`config.mk`:
```
export PLATFORM = sky130hd
export DESIGN_NAME = ram2_index_writer
export DESIGN_NICKNAME = d
export VERILOG_FILES = /design/src/rtl/compress_pkg.sv /design/src/rtl/ram2_index_writer_blk_counter.sv /design/src/rtl/ram2_index_writer.sv
export SDC_FILE = /design/constraint.sdc
export NUM_CORES = 1
export LEC_CHECK = 0
export ABC_AREA = 1
export BUFFER_PORTS_ARGS = -buffer_cell sky130_fd_sc_hd__buf_2
export CELL_PAD_IN_SITES_DETAIL_PLACEMENT = 1
export CELL_PAD_IN_SITES_GLOBAL_PLACEMENT = 2
export CORE_ASPECT_RATIO = 1.75
export CORE_MARGIN = 5
export CORE_UTILIZATION = 28
export CTS_BUF_LIST = sky130_fd_sc_hd__clkbuf_16
export DETAILED_ROUTE_END_ITERATION = 16
export PLACE_DENSITY_LB_ADDON = 0.1
export SYNTH_ARGS = -nofsm -noshare
export SYNTH_HDL_FRONTEND = slang
export SYNTH_HIERARCHICAL = 1
export SYNTH_SLANG_ARGS = --single-unit
```
`constraint.sdc`:
```
create_clock -name clk -period 2.3 [get_ports clk]
set_clock_uncertainty 0.2 [all_clocks]
set_input_delay 0.69 -clock clk [delete_from_list [all_inputs] [get_ports clk]]
set_output_delay 0.69 -clock clk [all_outputs]
set_load 0.005 [all_outputs]
```
`src/rtl/compress_pkg.sv`:
```
// Constants shared by the compressor write controller and the downstream state/RAM2 register.
package compress_pkg;

    typedef enum logic [1:0] {
        ST_IDLE  = 2'b00,
        ST_RUN   = 2'b01,
        ST_WRITE = 2'b10,
        ST_DONE  = 2'b11
    } state_t;

    localparam int ADDR_W     = 20;
    localparam int NUM_BLOCKS = 16384;

    // Counter width for n blocks, never narrower than one bit.
    function automatic int cnt_width(input int n);
        return (n > 1) ? $clog2(n) : 1;
    endfunction

endpackage

```
`src/rtl/ram2_index_writer_blk_counter.sv`:
```
// Block counter for one image: load-zero, increment, and a terminal flag at NUM_BLOCKS-1.
module blk_counter #(
    parameter int NUM_BLOCKS = 16384,
    parameter int CNT_W      = 14
) (
    input  logic             clk,
    input  logic             rst,
    input  logic             clear,
    input  logic             inc,
    output logic [CNT_W-1:0] count,
    output logic             last
);

    always_ff @(posedge clk) begin
        // NOTE: sequential state uses non-blocking assignments so every register samples pre-edge values.
        if (rst) begin
            count <= '0;
        end else if (clear) begin
            count <= '0;
        end else if (inc) begin
            count <= count + 1'b1;
        end
    end

    assign last = (count == CNT_W'(NUM_BLOCKS - 1));

endmodule

```
`src/rtl/ram2_index_writer.sv`:
```
// RAM2 write-side controller: accepts one codebook index per block and writes it to
// consecutive RAM2 addresses, one write per two cycles, with a done pulse per image.
module ram2_index_writer #(
    parameter int          ADDR_W     = compress_pkg::ADDR_W,
    parameter int          IDX_W      = 8,
    parameter int          NUM_BLOCKS = compress_pkg::NUM_BLOCKS,
    parameter int unsigned BASE_ADDR  = 0
) (
    input  logic              clk,
    input  logic              rst,
    input  logic              start,
    input  logic              idx_valid,
    input  logic [IDX_W-1:0]  idx_data,
    output logic              idx_ready,
    output logic [1:0]        state,
    output logic              ram2_we,
    output logic [ADDR_W-1:0] ram2_a,
    output logic [IDX_W-1:0]  ram2_d,
    output logic              done
);
    import compress_pkg::*;

    localparam int CNT_W = cnt_width(NUM_BLOCKS);

    state_t              state_q;
    state_t              state_n;
    logic                ready_n;
    logic                we_n;
    logic                done_n;
    logic [ADDR_W-1:0]   a_n;
    logic [IDX_W-1:0]    d_n;
    logic                cnt_clear;
    logic                cnt_inc;
    logic                cnt_last;
    logic [CNT_W-1:0]    count;
    logic                accept;

    assign accept = idx_valid && idx_ready;
    assign state  = state_q;

    blk_counter #(
        .NUM_BLOCKS (NUM_BLOCKS),
        .CNT_W      (CNT_W)
    ) u_blk_counter (
        .clk   (clk),
        .rst   (rst),
        .clear (cnt_clear),
        .inc   (cnt_inc),
        .count (count),
        .last  (cnt_last)
    );

    // State and every output are registered; reset discards any image in flight.
    always_ff @(posedge clk) begin
        if (rst) begin
            state_q   <= ST_IDLE;
            idx_ready <= 1'b0;
            ram2_we   <= 1'b0;
            ram2_a    <= '0;
            ram2_d    <= '0;
            done      <= 1'b0;
        end else begin
            state_q   <= state_n;
            idx_ready <= ready_n;
            ram2_we   <= we_n;
            ram2_a    <= a_n;
            ram2_d    <= d_n;
            done      <= done_n;
        end
    end

    always_comb begin
        // NOTE: every always_comb output gets a default first so no path infers a latch.
        state_n = state_q;
        case (state_q)
            ST_IDLE:  if (start) state_n = ST_RUN;
            ST_RUN:   if (accept) state_n = ST_WRITE;
            ST_WRITE: state_n = cnt_last ? ST_DONE : ST_RUN;
            ST_DONE:  state_n = ST_IDLE;
        endcase
    end

    // Next values of the output registers; address and data hold between write pulses.
    always_comb begin
        ready_n   = idx_ready;
        we_n      = 1'b0;
        done_n    = 1'b0;
        a_n       = ram2_a;
        d_n       = ram2_d;
        cnt_clear = 1'b0;
        cnt_inc   = 1'b0;
        case (state_q)
            ST_IDLE: begin
                ready_n = start;
                cnt_clear = start;
            end
            ST_RUN: begin
                if (accept) begin
                    we_n    = 1'b1;
                    a_n     = ADDR_W'(BASE_ADDR) + ADDR_W'(count);
                    d_n     = idx_data;
                    ready_n = 1'b0;
                end
            end
            ST_WRITE: begin
                if (cnt_last) begin
                    done_n = 1'b1;
                end else begin
                    cnt_inc = 1'b1;
                    ready_n = 1'b1;
                end
            end
            ST_DONE: begin
                ready_n = 1'b0;
            end
        endcase
    end

endmodule
```
==> results.yml, run 1 <==
clock_tree:
  cts_num_sinks: 41
  post_cts.repair.setup_buffers: 0
  cts_hold_buf: 0
  cts_tree: "built"
  clockBufferDepth: 2
  clkLatencyLatePin_ns: 0.28
  ctsResizeCount: 0
  cts-root-buf: "sky130_fd_sc_hd__clkbuf_16"
  htree_levels: 2
  cts_inserted_buffers: 5
  clk_pin_slew_ns: 0.06
power_and_ir_drop:
  largest_vdd_supply_drop_v: 0.000292
  leakagePower_nw: 1.06
  pd_cells_nw_per_um2: 641
flow_run:
  cap_violations: 0
worst_setup_path:
  crit_path_capture_type: "register"
  reg2reg_to: "u_blk_counter/count[5]"
  path_common_cell: "sky130_fd_sc_hd__nand2_1"
  worst-path-buf-inv: 1
  worst_path_dominant_cell_family: "simple AND/OR/NAND/NOR gates"
  worst-endpoint-required_ns: 2.28
  r2r_cells: 11
  critical_path.max_fanout: 9
  regToRegSetupSlack_ns: 0.24
  crit_path_start: "u_blk_counter/count[4]"
  critPathSlowestCell: "sky130_fd_sc_hd__dfxtp_1"
  critPathLaunchType: "register"
  r2r-start: "u_blk_counter/count[4]"
  path_cells: "nand2_1, nor2_2, nand2_1, nor3_1, nor3_1, buf_4, nand2_1, nor2_2, nand2_1, xor2_1, nor2_1"
  critical_path_arrival_ns: 2.04
  critical_path.max_stage_delay_ns: 0.38
  setup.worst_path.class: "register to register"
route:
  routed_wire_length_per_instance_um: 11.5
  detailroute.via_count: 1760
  routed_wl_mm: 4.71
  detail-route-antenna-nets: 0
  first_iter_violations: 68
  drc: 0
  detailedRoute.firstPassIterationCount: 4
  post_drt_via_cell_ratio: 4.31
floorplan:
  ios: 45
  initial_core_utilization_pct: 28.2
  die_area_um2: 8690
  floorplan.rows: 40
  floorplan.core_area_um2: 6810
  floorplan.die.height_um: 120
  die_x_um: 72.6
logic_synthesis:
  post-synth-top-area-cell: "sky130_fd_sc_hd__dfxtp_1"
  synthesis.area_um2: 1920
  netlist_top_cells_area: "sky130_fd_sc_hd__dfxtp_1 43%, sky130_fd_sc_hd__nand2_1 14%, sky130_fd_sc_hd__nor2_1 13%, sky130_fd_sc_hd__inv_1 7.4%, sky130_fd_sc_hd__buf_4 2.7%"
  synth_cell_type_count: 25
  post_synth_inst_count: 281
  syn-mean-instance-area_um2: 6.84
  synth.yosys.seq_area_share_pct: 42.7
  synthDominantCellAreaShare_pct: 42.7
  yosys_warnings: 6
  ys_ff_latch: 41
cells_and_area:
  final_common_cell: "sky130_fd_sc_hd__nand2_1"
  layout-drive-gt1-share_pct: 21.6
  design.final.nets: 338
  final_util_pct: 34.2
  n_antenna_cell: 0
  mostFrequentLayoutCells: "74 x sky130_fd_sc_hd__nand2_1, 67 x sky130_fd_sc_hd__nor2_1, 41 x sky130_fd_sc_hd__dfxtp_1"
  area_grow_syn2layout_pct: 21.2
global_routing:
  grt_first_pass_wirelength_mm: 7.88
  gr-usage-all-layers_pct: 11.6
  grt_residual_overflow: 0
  pin_count_of_the_biggest_net_entering_global_routing: 23
  first_global_vias: 1640
  initial_antenna_violation_count: 0
sta:
  slew_viol_final: 0
  setup_viol: 0
  setup-tns-final_ns: 0
  finalWorstSetupSlack_ns: 0.236
  unrepaired_setup_endpoints_after_global_routing: "no"
  clock.fmax_mhz: 484
  layout_min_cycle_time_ns: 2.06
  finalHoldViolations: 0
  layout_worst_path_cycle_share_pct: 89.8
placement:
  finalWeightedCongestion: 0.752
  dp_worst_setup_slack_ns: 0.245
  io_buffer_count: 38
  hpwl_mm: 3.74
min_path:
  worstHoldPathType: "register to register"
  worst_hold_path.num_cells: 2
  worst_hold_path.endpoint: "ram2_a[3]"
  worstHoldStart: "ram2_a[3]"
outcome:
  run_status: "complete, no violations"
-- where the power goes --
group	internal, mW	total (mW)	switching (mW)
logic	0.0451	0.107	0.0614
registers	0.726	0.736	0.00995
clock network	0.387	0.650	0.262
total	1.16	1.49	0.334
-- sequential cells by signal (all words and copies together) (netlist names) --
register,count
u_blk_counter/count,14
state,2
ram2_we,1
idx_ready,1
done,1
ram2_a,14
ram2_d,8
-- how the worst max path moves through the flow --
stage | depth (start not counted) | end | slack, ns
6_report | 11 | u_blk_counter/count[5] | 0.24
5_1_grt | 11 | u_blk_counter/count[5] | 0.07
4_1_cts | 11 | u_blk_counter/count[5] | 0.20
3_5_place_dp | 11 | u_blk_counter/count[5] | 0.24
3_3_place_gp | 12 | u_blk_counter/count[11] | 0.26
2_1_floorplan | 10 | u_blk_counter/count[11] | 0.50
-- layer usage --
metal | vias up | wire (um) | GRT usage, %
li1 | 909 | - | -
met2 | 27 | 2560 | 21.0
met5 | - | 0 | 0
met1 | 817 | 1830 | 12.4
met3 | 7 | 214 | 2.60
met4 | 0 | 103 | 5.54
-- worst register-to-register path, stage by stage (launching register included) --
cell and delay, ns:
sky130_fd_sc_hd__dfxtp_1 0.38, sky130_fd_sc_hd__nand2_1 0.14, sky130_fd_sc_hd__nor2_2 0.21, sky130_fd_sc_hd__nand2_1 0.12, sky130_fd_sc_hd__nor3_1 0.23, sky130_fd_sc_hd__nor3_1 0.09, sky130_fd_sc_hd__buf_4 0.17, sky130_fd_sc_hd__nand2_1 0.08
sky130_fd_sc_hd__nor2_2 0.06, sky130_fd_sc_hd__nand2_1 0.07, sky130_fd_sc_hd__xor2_1 0.16, sky130_fd_sc_hd__nor2_1 0.05
-- area by class of cell --
class	instances	area, um^2
clock buffers	5	125
clock inverters	1	5.00
fillers	916	4480
inverters	40	150
multi-input cells	191	860
flip-flops and latches	41	821
well taps	84	105
repair buffers	46	263
-- cell families after synthesis --
logic type / share of synthesized area [%]
flops: 42.7
simple gates: 38.6
fa+ha+maj: 0.651
compound gates: 3.84
xor+xnor: 0.456
buf+inv: 13.5
other cells: 0.195
-- through the flow --
step           power [mW]  hold WS [ns]  cells  instance area, um^2
3_3_place_gp        0.861         0.262    402                 2200
5_1_grt              1.57         0.303    408                 2330
2_1_floorplan       0.827         0.277    286                 1940
4_1_cts              1.53         0.279    408                 2330
6_report             1.49         0.270    408                 2330
3_5_place_dp        0.862         0.266    402                 2200
-- Yosys cell counts, drive strengths merged --
master / instances
conb: 1
nor3: 2
dfxtp: 41
nor3b: 1
nand4: 3
buf: 14
nand2: 77
o21ai: 6
inv: 40
xor2: 1
nand3: 12
nor2: 74
ha: 1
a21oi: 8
Note: power is estimated with default switching activity, not from simulation.
==> inputs of run 2 (changes only) <==
--- a/config.mk
+++ b/config.mk
@@ -6,7 +6,7 @@
 export NUM_CORES = 1
 export LEC_CHECK = 0
 export ABC_AREA = 1
-export BUFFER_PORTS_ARGS = -buffer_cell sky130_fd_sc_hd__buf_2
+export BUFFER_PORTS_ARGS = -buffer_cell sky130_fd_sc_hd__buf_4
 export CELL_PAD_IN_SITES_DETAIL_PLACEMENT = 1
 export CELL_PAD_IN_SITES_GLOBAL_PLACEMENT = 2
 export CORE_ASPECT_RATIO = 1.75
==> results.yml, run 2 (synthesized netlist as in run 1, its figures left out) <==
outcome:
  run_status: "complete, no violations"
route:
  detail-route-antenna-nets: 0
  detailedRoute.firstPassIterationCount: 4
  routed_wire_length_per_instance_um: 11.4
  routed_wl_mm: 4.65
  post_drt_via_cell_ratio: 4.24
  first_iter_violations: 76
  detailroute.via_count: 1724
  drc: 0
power_and_ir_drop:
  largest_vdd_supply_drop_v: 0.000248
  leakagePower_nw: 1.06
  pd_cells_nw_per_um2: 629
  finalPower_mw: 1.52
cells_and_area:
  layout_top_registers: "ram2_a x14, u_blk_counter/count x14, ram2_d x8"
  mostFrequentLayoutCells: "74 x sky130_fd_sc_hd__nand2_1, 67 x sky130_fd_sc_hd__nor2_1, 42 x sky130_fd_sc_hd__buf_4"
  final_common_cell: "sky130_fd_sc_hd__nand2_1"
  area_grow_syn2layout_pct: 25.4
  design.final.nets: 335
  n_antenna_cell: 0
  layout-drive-gt1-share_pct: 21.1
sta:
  layout_worst_path_cycle_share_pct: 89.2
  setup-tns-final_ns: 0
  setup_viol: 0
  hold_slack_ns: 0.282
  finalHoldViolations: 0
  unrepaired_setup_endpoints_after_global_routing: "no"
  slew_viol_final: 0
  layout_min_cycle_time_ns: 2.05
  clock.fmax_mhz: 487
clock_tree:
  cts_inserted_buffers: 5
  ctsResizeCount: 0
  cts_num_sinks: 41
  clkLatencyLatePin_ns: 0.28
  post_cts.repair.setup_buffers: 0
  clockBufferDepth: 2
  cts_tree: "built"
  htree_levels: 2
  cts-root-buf: "sky130_fd_sc_hd__clkbuf_16"
  clk_pin_slew_ns: 0.06
  cts_hold_buf: 0
floorplan:
  initial_core_utilization_pct: 28.2
  floorplan.die.height_um: 120
  die_x_um: 72.6
  floorplan.rows: 40
  die_area_um2: 8690
  floorplan.core_area_um2: 6810
  ios: 45
worst_setup_path:
  path_common_cell: "sky130_fd_sc_hd__nand2_1"
  worst-path-buf-inv: 1
  regToRegSetupSlack_ns: 0.25
  reg2reg_to: "u_blk_counter/count[5]"
  critical_path_arrival_ns: 2.03
  setup.worst_path.class: "register to register"
  crit_path_capture_type: "register"
  r2r_cells: 11
  worst_path_dominant_cell_family: "simple AND/OR/NAND/NOR gates"
  critPathSlowestCell: "sky130_fd_sc_hd__dfxtp_1"
  critPathLaunchType: "register"
  path_cells: "nand2_1, nor2_2, nand2_1, nor3_1, nor3_1, buf_4, nand2_1, nor2_2, nand2_1, xor2_1, nor2_1"
  worst-endpoint-required_ns: 2.27
  critical_path.max_fanout: 9
  r2r-start: "u_blk_counter/count[5]"
  critical_path.max_stage_delay_ns: 0.41
min_path:
  worst_hold_path.endpoint: "ram2_a[8]"
  worstHoldStart: "ram2_a[8]"
  worstHoldPathType: "register to register"
  worst_hold_path.num_cells: 2
placement:
  finalWeightedCongestion: 0.697
  hpwl_mm: 3.62
  io_buffer_count: 38
global_routing:
  grt_residual_overflow: 0
  gr-usage-all-layers_pct: 11.7
  grt_first_pass_wirelength_mm: 8.02
  initial_antenna_violation_count: 0
  pin_count_of_the_biggest_net_entering_global_routing: 30
  first_global_vias: 1790
flow_run:
  cap_violations: 0
[run 2: cell types whose count changed in the layout (fill, tap and decap cells not counted), sizes merged]
cell,change
buf,-3
clkinv,+1
inv,+1
[run 2: worst max-delay path by stage]
stage | startpoint | end | slack, ns | cells past startpoint
after CTS | u_blk_counter/count[1] | u_blk_counter/count[5] | 0.21 | 10
after global routing | u_blk_counter/count[5] | u_blk_counter/count[11] | 0.04 | 12
after detailed placement | u_blk_counter/count[1] | u_blk_counter/count[5] | 0.23 | 10
after floorplan | u_blk_counter/count[0] | u_blk_counter/count[11] | 0.50 | 10
after global placement | u_blk_counter/count[5] | u_blk_counter/count[5] | 0.27 | 11
final | u_blk_counter/count[5] | u_blk_counter/count[5] | 0.25 | 11
[run 2: per-layer routing]
metal / part of all wire (%) / track usage (%) / routed length [um]
met1: 41 / 12.4 / 1880
met2: 53 / 21.4 / 2440
met3: 4.7 / 2.68 / 219
met4: 2.1 / 5.20 / 99
met5: 0 / 0 / 0
[run 2: area by class of cell]
| cell class | instances | area (um^2) |
|---|---|---|
| clock buffer | 5 | 125 |
| inverter | 40 | 150 |
| multi-input combinational | 191 | 860 |
| clock inverter | 3 | 13.8 |
| sequential | 41 | 821 |
| tap | 84 | 105 |
| timing repair buffer | 43 | 335 |
| fill | 886 | 4400 |
[run 2: worst register-to-register path, cell delays in order (launching register included)]
cell                      delay [ns]
sky130_fd_sc_hd__dfxtp_1        0.41
sky130_fd_sc_hd__nand2_1        0.13
sky130_fd_sc_hd__nor2_2         0.19
sky130_fd_sc_hd__nand2_1        0.12
sky130_fd_sc_hd__nor3_1         0.24
sky130_fd_sc_hd__nor3_1         0.09
sky130_fd_sc_hd__buf_4          0.18
sky130_fd_sc_hd__nand2_1        0.08
sky130_fd_sc_hd__nor2_2         0.05
sky130_fd_sc_hd__nand2_1        0.06
sky130_fd_sc_hd__xor2_1         0.16
sky130_fd_sc_hd__nor2_1         0.05
[run 2: where the power goes]
| group | leakage (nW) | switching [mW] | internal, mW |
|---|---|---|---|
| sequential | 0.331 | 0.0104 | 0.726 |
| combinational | 0.654 | 0.0626 | 0.0567 |
| clock | 0.0748 | 0.266 | 0.394 |
[run 2: metrics by stage]
step | util, % | instance area, um^2 | setup slack (ns) | instances
3_5_place_dp | 33.4 | 2270 | 0.228 | 399
3_3_place_gp | 33.4 | 2270 | 0.273 | 399
6_report | 35.4 | 2410 | 0.248 | 407
4_1_cts | 35.4 | 2410 | 0.214 | 407
5_1_grt | 35.4 | 2410 | 0.0411 | 407
2_1_floorplan | - | 1940 | 0.496 | 286
